File: config.mk
export PLATFORM = sky130hd
export DESIGN_NAME = pipe_adder
export DESIGN_NICKNAME = d
export VERILOG_FILES = /design/src/rtl/pipe_adder_pkg.sv /design/src/rtl/adder_chunk.sv /design/src/rtl/pipe_adder.sv
export SDC_FILE = /design/constraint.sdc
export NUM_CORES = 1
export LEC_CHECK = 0
export CAP_MARGIN = 20
export CELL_PAD_IN_SITES_DETAIL_PLACEMENT = 1
export CELL_PAD_IN_SITES_GLOBAL_PLACEMENT = 1
export CORE_AREA = 4 4 58 47
export CTS_BUF_LIST = sky130_fd_sc_hd__clkbuf_8
export DETAILED_ROUTE_END_ITERATION = 6
export DIE_AREA = 0 0 62 51
export DONT_BUFFER_PORTS = 1
export MAX_ROUTING_LAYER = met4
export PLACE_DENSITY = 0.93
export SYNTH_ARGS = -nofsm -noshare
export SYNTH_HDL_FRONTEND = slang
export SYNTH_SLANG_ARGS = --single-unit
File: constraint.sdc
create_clock -name clk -period 6.4 [get_ports clk]
set_input_delay 0.96 -clock clk [delete_from_list [all_inputs] [get_ports clk]]
set_output_delay 0.96 -clock clk [all_outputs]
set_load 0.02 [all_outputs]
File: src/rtl/pipe_adder_pkg.sv
// Shared helpers for pipe_adder: chunk width derivation and configuration sanity check.
package pipe_adder_pkg;

  function automatic int unsigned chunk_width(input int unsigned width,
                                              input int unsigned stages);
    return width / stages;
  endfunction

  function automatic bit config_ok(input int unsigned width, input int unsigned stages);
    return (stages >= 1) && (width >= stages) && ((width % stages) == 0);
  endfunction

endpackage

File: src/rtl/adder_chunk.sv
// Combinational CW-bit ripple adder slice; also exposes the carry into its MSB so the
// last slice can form the signed-overflow flag.
module adder_chunk
  import pipe_adder_pkg::*;
#(
  parameter int unsigned CW = 4
) (
  input  logic [CW-1:0] i_a,
  input  logic [CW-1:0] i_b,
  input  logic          i_ci,
  output logic [CW-1:0] o_s,
  output logic          o_co,
  output logic          o_cm
);

  logic [CW:0] w_carry;

  always_comb begin
    w_carry    = '0;
    o_s        = '0;
    w_carry[0] = i_ci;
    for (int i = 0; i < CW; i++) begin
      o_s[i]       = i_a[i] ^ i_b[i] ^ w_carry[i];
      w_carry[i+1] = (i_a[i] & i_b[i]) | (w_carry[i] & (i_a[i] ^ i_b[i]));
    end
  end

  assign o_co = w_carry[CW];
  assign o_cm = w_carry[CW-1];

endmodule

File: src/rtl/pipe_adder.sv
// Pipelined ripple-carry adder, one CW-bit chunk per stage, valid/ready on both sides.
// Optional subtract mode (sub port, a - b) is enabled by defining PIPE_ADDER_SUB_EN.
module pipe_adder
  import pipe_adder_pkg::*;
#(
  parameter int unsigned WIDTH  = 8,
  parameter int unsigned STAGES = 2
) (
  input  logic             clk,
  input  logic             rst,
  input  logic             in_valid,
  output logic             in_ready,
  input  logic [WIDTH-1:0] a,
  input  logic [WIDTH-1:0] b,
  input  logic             cin,
`ifdef PIPE_ADDER_SUB_EN
  input  logic             sub,
`endif
  output logic             out_valid,
  input  logic             out_ready,
  output logic [WIDTH-1:0] sum,
  output logic             cout,
  output logic             ovf
);

  localparam int unsigned CW = chunk_width(WIDTH, STAGES);

  if (!config_ok(WIDTH, STAGES)) begin : g_cfg_check
    $error("pipe_adder: WIDTH must be a positive multiple of STAGES");
  end

  logic             w_en;
  logic [WIDTH-1:0] w_b0;
  logic             w_cin0;

  // Whole pipeline advances together; bubbles are kept, never collapsed.
  assign w_en     = out_ready | ~out_valid;
  assign in_ready = w_en;

`ifdef PIPE_ADDER_SUB_EN
  assign w_b0   = sub ? ~b : b;
  assign w_cin0 = sub | cin;
`else
  assign w_b0   = b;
  assign w_cin0 = cin;
`endif

  for (genvar k = 0; k < STAGES; k++) begin : g_stage
    localparam int unsigned RemW = (STAGES - k) * CW;

    logic [RemW-1:0]     w_a_rem;
    logic [RemW-1:0]     w_b_rem;
    logic                w_ci;
    logic                w_vin;
    logic [CW-1:0]       w_s;
    logic                w_co;
    logic                w_cm;
    logic                r_v;
    logic                r_c;
    logic [(k+1)*CW-1:0] r_s;

    // w_a_rem/w_b_rem hold operand chunks k and up; chunk k is consumed here.
    if (k == 0) begin : g_src
      assign w_a_rem = a;
      assign w_b_rem = w_b0;
      assign w_ci    = w_cin0;
      assign w_vin   = in_valid;
    end else begin : g_src
      assign w_a_rem = g_stage[k-1].g_skew.r_a;
      assign w_b_rem = g_stage[k-1].g_skew.r_b;
      assign w_ci    = g_stage[k-1].r_c;
      assign w_vin   = g_stage[k-1].r_v;
    end

    adder_chunk #(
      .CW(CW)
    ) u_chunk (
      .i_a (w_a_rem[CW-1:0]),
      .i_b (w_b_rem[CW-1:0]),
      .i_ci(w_ci),
      .o_s (w_s),
      .o_co(w_co),
      .o_cm(w_cm)
    );

    always_ff @(posedge clk) begin
      if (rst) begin
        r_v <= 1'b0;
        r_c <= 1'b0;
      end else if (w_en) begin
        r_v <= w_vin;
        r_c <= w_co;
      end
    end

    if (k == 0) begin : g_sum
      always_ff @(posedge clk) begin
        if (rst) begin
          r_s <= '0;
        end else if (w_en) begin
          r_s <= w_s;
        end
      end
    end else begin : g_sum
      always_ff @(posedge clk) begin
        if (rst) begin
          r_s <= '0;
        end else if (w_en) begin
          r_s <= {w_s, g_stage[k-1].r_s};
        end
      end
    end

    if (k < STAGES - 1) begin : g_skew
      logic [RemW-CW-1:0] r_a;
      logic [RemW-CW-1:0] r_b;
      logic               w_unused_cm;

      assign w_unused_cm = w_cm;

      always_ff @(posedge clk) begin
        if (w_en) begin
          r_a <= w_a_rem[RemW-1:CW];
          r_b <= w_b_rem[RemW-1:CW];
        end
      end
    end else begin : g_last
      logic r_ovf;

      always_ff @(posedge clk) begin
        if (rst) begin
          r_ovf <= 1'b0;
        end else if (w_en) begin
          r_ovf <= w_co ^ w_cm;
        end
      end
    end
  end

  assign out_valid = g_stage[STAGES-1].r_v;
  assign cout      = g_stage[STAGES-1].r_c;
  assign sum       = g_stage[STAGES-1].r_s;
  assign ovf       = g_stage[STAGES-1].g_last.r_ovf;

endmodule

==> flow_summary.yaml, run 1 <==
status:
  status: "completed"
global_routing:
  grt_start_max_net_pins: 32
  grtUsageMet3: 0.0758
  met2_usage: 0.255
  gr-total-overflow: 0
  busiest_layer: "met2"
  grt.total_usage: 0.136
  grt_pass1_wl_mm: 2.92
  antenna_found_initial: 0
  use_met1: 0.114
  first_global_vias: 690
worst_setup_path:
  timing.rr.end: "sum[7]"
  startpoint_type: "primary input"
  crit_path_top_delay_cell: "fa_1"
  rr_worst_depth: 8
  max_stage_delay_ns: 0.43
  timing.critical_path.mode_cell: "fa_1"
  crit_chain: "fa_1, inv_1, fa_1, inv_1, fa_1, inv_1, fa_1, a211oi_2"
  cp.required_ns: 6.59
  endpoint_kind: "flop"
  reg2reg_from: "g_stage[0].g_skew.r_a[0]"
  path_max_fanout: 1
  crit_type: "primary input to flop"
  reg2reg_slack_ns: 4.14
  cp.arrival_ns: 2.74
clock_tree:
  cts-root-buf: "clkbuf_8"
  ctsLongestPathBuffers: 2
  insertion_delay_ns: 0.26
  cts_setup_buffers: 0
  cts_tree: "built"
  htree_levels: 1
  clk_pin_slew_ns: 0.08
  cts-buffers-inserted: 3
  ctsResizeCount: 0
  clock_sinks: 25
  hold_buffers: 0
placement:
  dp_slack_ns: 3.55
  portBuffers: 0
  globalplace.congestion: 0.675
  hpwl_mm: 1.52
timing:
  worst_pin_slew_ns: 0.645
  fin_skew_ns: 0.00298
  finalSetupViolCount: 0
  slew_headroom: 0.569
  hold_viol_final: 0
  setup_tns_ns: 0
  fin_ws_ns: 3.85
  min_period_ns: 2.55
  drv_slew: 0
  fmax_ghz: 0.392
  rsz0062_at_grt: "no"
  finalCritPeriodShare: 0.399
route:
  vias_per_cell: 5.21
  vias: 641
  wl_per_cell_um: 15.6
  routed_wl_mm: 1.92
  drcViolationCount: 0
  ant_nets: 0
  dr.pass1.iters: 2
  drt_iter0_drc: 22
power_and_ir_drop:
  ir_drop_mv: 0.190
  power.density_nw_per_um2: 287
  p_total_mw: 0.323
  power_leakage_nw: 0.477
synth:
  synth_cell_types: 13
  synth_area_um2: 1090
  yosys_warnings: 0
  syn_nets: 128
  syn_inst: 99
  yosysSeqAreaShare: 0.534
  ys_ff_latch: 25
  syn_area_per_cell_um2: 11.0
cells_and_area:
  n_antenna_cell: 0
  area_delta_synth_final_pct: 3.57
  final_net_count: 128
  fill_cells: 247
  drive_above_1_share: 0.112
floorplan:
  die_x_um: 62
  core_um2: 2200
  die_area_um2: 3160
  rows: 15
  pin_count: 33
  fp.dieH_um: 51
  start_util: 0.495
min_path:
  hp-start: "g_stage[0].r_s[2]"
  worstHoldPathType: "flop to flop"
  min_delay_worst_endpoint: "sum[2]"
  hold_depth: 2
flow_run:
  drv_cap: 0
## state kept, by name, summed over array words and instances, names as in the netlist
register and cells:
sum 8, g_stage.g_skew.r_a 4, g_stage.g_skew.r_b 4, g_stage.r_s 4
cout 1, g_stage.r_c 1, g_stage.r_v 1, out_valid 1
ovf 1
## cell usage in the layout, fill, tap and decap left out, drive strengths merged, types with 3 or more instances in the layout
cell / instances
a21oi: 10
nor2: 8
nand2: 20
clkbuf: 3
inv: 16
fa: 8
edfxtp: 8
dfxtp: 17
a211oi: 6
## worst max path at each step
stage | from | end | slack [ns] | cells after the start
global placement | a[0] | g_stage[0].r_s[3] | 3.70 | 8
global route | a[0] | g_stage[0].r_s[3] | 3.78 | 8
finish | a[0] | g_stage[0].r_s[3] | 3.85 | 8
floorplan | a[0] | g_stage[0].r_s[3] | 3.73 | 8
detailed placement | a[0] | g_stage[0].r_s[3] | 3.55 | 8
CTS | a[0] | g_stage[0].r_s[3] | 3.82 | 8
## worst max-delay path, delay by kind of cell
family	cells	cell delay [ns]
AOI/OAI and AO/OA	1	0.19
adders and majority gates	4	1.36
buffers and inverters	3	0.22
## cells by family after synthesis
| logic type | Yosys count | synth area share |
|---|---|---|
| buffers and inverters | 20 | 0.0863 |
| xor gates and xnor gates | 1 | 0.00806 |
| AOI/OAI and AO/OA | 16 | 0.115 |
| and+or+nand+nor | 29 | 0.109 |
| adders and majority gates | 8 | 0.147 |
| DFF | 25 | 0.534 |
## Yosys cell counts, drive strengths merged
| cell | n | share of area |
|---|---|---|
| inv | 15 | 0.052 |
| buf | 5 | 0.035 |
| a211oi | 6 | 0.069 |
| edfxtp | 8 | 0.22 |
| a21oi | 10 | 0.046 |
| nor2b | 1 | 0.013 |
| xnor2 | 1 | 0.0081 |
| fa | 8 | 0.15 |
| nor2 | 8 | 0.028 |
| dfxtp | 17 | 0.31 |
| nand2 | 20 | 0.069 |
## metal layers
layer	vias up	wire length (µm)
met3	2	194
met1	310	640
met4	0	6
met2	22	1080
li1	307	-
met5	-	0
## stage by stage
step                       util  hold WS (ns)  cell area (µm²)  instances
after floorplan               -         0.432             1090         99
after global placement    0.492         0.433             1080        119
after detailed placement  0.492         0.446             1080        119
after CTS                 0.513         0.458             1130        123
after global routing      0.513         0.476             1130        123
final                     0.513         0.457             1130        123
## cell type report
class	count	area, µm²	share of cell area
flip-flops and latches	25	581	0.516
multi-input cells	54	413	0.367
inverters	15	56.3	0.0500
clock buffers	3	41.3	0.0367
well taps	25	31.3	0.0278
clock inverters	1	3.75	0.00333
## report_power, final
group	total [mW]	switching, mW	internal [mW]
clock network	0.0877	0.0449	0.0428
logic	0.0377	0.0200	0.0176
registers	0.198	0.0186	0.179
(Power assumes the default switching activity.)
==> run 2, diff against run 1 <==
--- a/config.mk
+++ b/config.mk
@@ -8,13 +8,13 @@
 export CAP_MARGIN = 20
 export CELL_PAD_IN_SITES_DETAIL_PLACEMENT = 1
 export CELL_PAD_IN_SITES_GLOBAL_PLACEMENT = 1
-export CORE_AREA = 4 4 58 47
+export CORE_AREA = 4 4 60 48
 export CTS_BUF_LIST = sky130_fd_sc_hd__clkbuf_8
 export DETAILED_ROUTE_END_ITERATION = 6
-export DIE_AREA = 0 0 62 51
+export DIE_AREA = 0 0 64 52
 export DONT_BUFFER_PORTS = 1
 export MAX_ROUTING_LAYER = met4
-export PLACE_DENSITY = 0.93
+export PLACE_DENSITY = 0.89
 export SYNTH_ARGS = -nofsm -noshare
 export SYNTH_HDL_FRONTEND = slang
 export SYNTH_SLANG_ARGS = --single-unit
==> constraint.sdc (replaced) <==
create_clock -name clk -period 2.5 [get_ports clk]
set_input_delay 0.375 -clock clk [delete_from_list [all_inputs] [get_ports clk]]
set_output_delay 0.375 -clock clk [all_outputs]
set_load 0.02 [all_outputs]
==> run 2 against run 1 <==
Register-to-register slack worse by 3.9 ns. Sequential share of layout area down 0.51 points. Setup slack worse by 3.6 ns. Power rose to 2.6 times the previous value. Clock skew up 0.0015 ns. First-iteration DRC count down 27%. Highest routed layer unchanged. Final cell count up 7.3%. Largest power group unchanged. Routed wire length down 2.5%.
==> flow_summary.yaml, run 2 (synthesized netlist as in run 1, its figures left out) <==
status:
  status: "completed"
route:
  vias: 644
  routed_wl_mm: 1.88
  wl_per_cell_um: 14.2
  dr.pass1.iters: 4
  ant_nets: 0
  drt_iter0_drc: 16
  drcViolationCount: 0
  vias_per_cell: 4.88
worst_setup_path:
  startpoint: "g_stage[0].g_skew.r_a[0]"
  reg2reg_from: "g_stage[0].g_skew.r_a[0]"
  startpoint_type: "flop"
  crit_type: "flop to flop"
  crit_chain: "fa_1, inv_1, fa_1, inv_1, fa_1, inv_1, fa_1, a211oi_2"
  path_max_fanout: 2
  crit_path_top_delay_cell: "fa_1"
  cp.arrival_ns: 2.44
  endpoint_kind: "flop"
  rr_worst_depth: 8
  max_stage_delay_ns: 0.42
  cp.required_ns: 2.69
  timing.critical_path.mode_cell: "fa_1"
power_and_ir_drop:
  power_leakage_nw: 0.477
  ir_drop_mv: 0.519
  power.density_nw_per_um2: 727
clock_tree:
  insertion_delay_ns: 0.26
  ctsLongestPathBuffers: 2
  clock_sinks: 25
  cts-buffers-inserted: 3
  cts-root-buf: "clkbuf_8"
  htree_levels: 1
  hold_buffers: 0
  cts_setup_buffers: 0
  cts_tree: "built"
  ctsResizeCount: 0
  clk_pin_slew_ns: 0.08
floorplan:
  die_x_um: 64
  fp.dieH_um: 52
  pin_count: 33
  rows: 15
  start_util: 0.479
  core_um2: 2270
  die_area_um2: 3330
timing:
  setup_tns_ns: 0
  rsz0062_at_grt: "no"
  fin_skew_ns: 0.00448
  slew_headroom: 0.575
  worst_pin_slew_ns: 0.637
  drv_slew: 0
  min_period_ns: 2.25
  finalCritPeriodShare: 0.899
  hold_viol_final: 0
  fmax_ghz: 0.445
  finalSetupViolCount: 0
cells_and_area:
  most-common-layout-cells: "20 x nand2_1, 17 x dfxtp_1, 15 x inv_1"
  area_delta_synth_final_pct: 4.60
  instances_no_fill: 132
  largest_register_ffs: 8
  drive_above_1_share: 0.112
  final_net_count: 128
  n_antenna_cell: 0
  final_common_cell: "nand2_1"
placement:
  dp_cells: 128
  portBuffers: 0
  hpwl_mm: 1.45
  globalplace.congestion: 0.692
global_routing:
  antenna_found_initial: 0
  busiest_layer: "met2"
  use_met1: 0.146
  gr-total-overflow: 0
  grt.total_usage: 0.131
  grt_pass1_wl_mm: 3.11
  first_global_vias: 673
  grt_start_max_net_pins: 32
  met2_usage: 0.223
  grtUsageMet3: 0.0583
min_path:
  hp-start: "rst"
  worstHoldPathType: "primary input to flop"
  hold_depth: 1
flow_run:
  drv_cap: 0
[run 2: metal layers]
metal	routed length, µm	vias to the layer above
met3	141	4
met2	959	24
met1	765	312
met4	10	0
met5	0	-
li1	-	304
[run 2: final cells by class]
class | instances | area (µm²)
Fill cell | 249 | 1130
Sequential cell | 25 | 581
Multi-Input combinational cell | 54 | 413
Inverter | 15 | 56.3
Tap cell | 34 | 42.5
Clock buffer | 3 | 41.3
Clock inverter | 1 | 3.75
[run 2: final timing paths]
kind / end / slack, ns
worst min register to register: g_stage[0].r_s[2] / 0.45
worst min-delay path: sum[7] / 0.16
worst max register to register: sum[7] / 0.25
worst max-delay path: sum[7] / 0.25
[run 2: power breakdown]
part / internal (mW) / switching, mW
Combinational: 0.0448 / 0.0508
Sequential: 0.459 / 0.0477
Clock: 0.110 / 0.114
[run 2: per-stage QoR]
| step | hold slack, ns | power, mW | util | setup slack, ns | area [µm²] |
|---|---|---|---|---|---|
| 4_1_cts | 0.157 | 0.841 | 0.501 | 0.225 | 1140 |
| 3_3_place_gp | 0.433 | 0.605 | 0.481 | 0.336 | 1090 |
| 5_1_grt | 0.144 | 0.880 | 0.501 | 0.148 | 1140 |
| 6_report | 0.164 | 0.826 | 0.501 | 0.252 | 1140 |
| 3_5_place_dp | 0.443 | 0.615 | 0.481 | 0.238 | 1090 |
| 2_1_floorplan | 0.432 | 0.596 | - | 0.379 | 1090 |
[run 2: critical path, delay by kind of cell, from the launching register on]
| family | cells | cell delay, ns |
|---|---|---|
| fa+ha+maj | 4 | 1.40 |
| compound gates | 1 | 0.17 |
| buf+inv | 3 | 0.22 |
| flops | 1 | 0.40 |
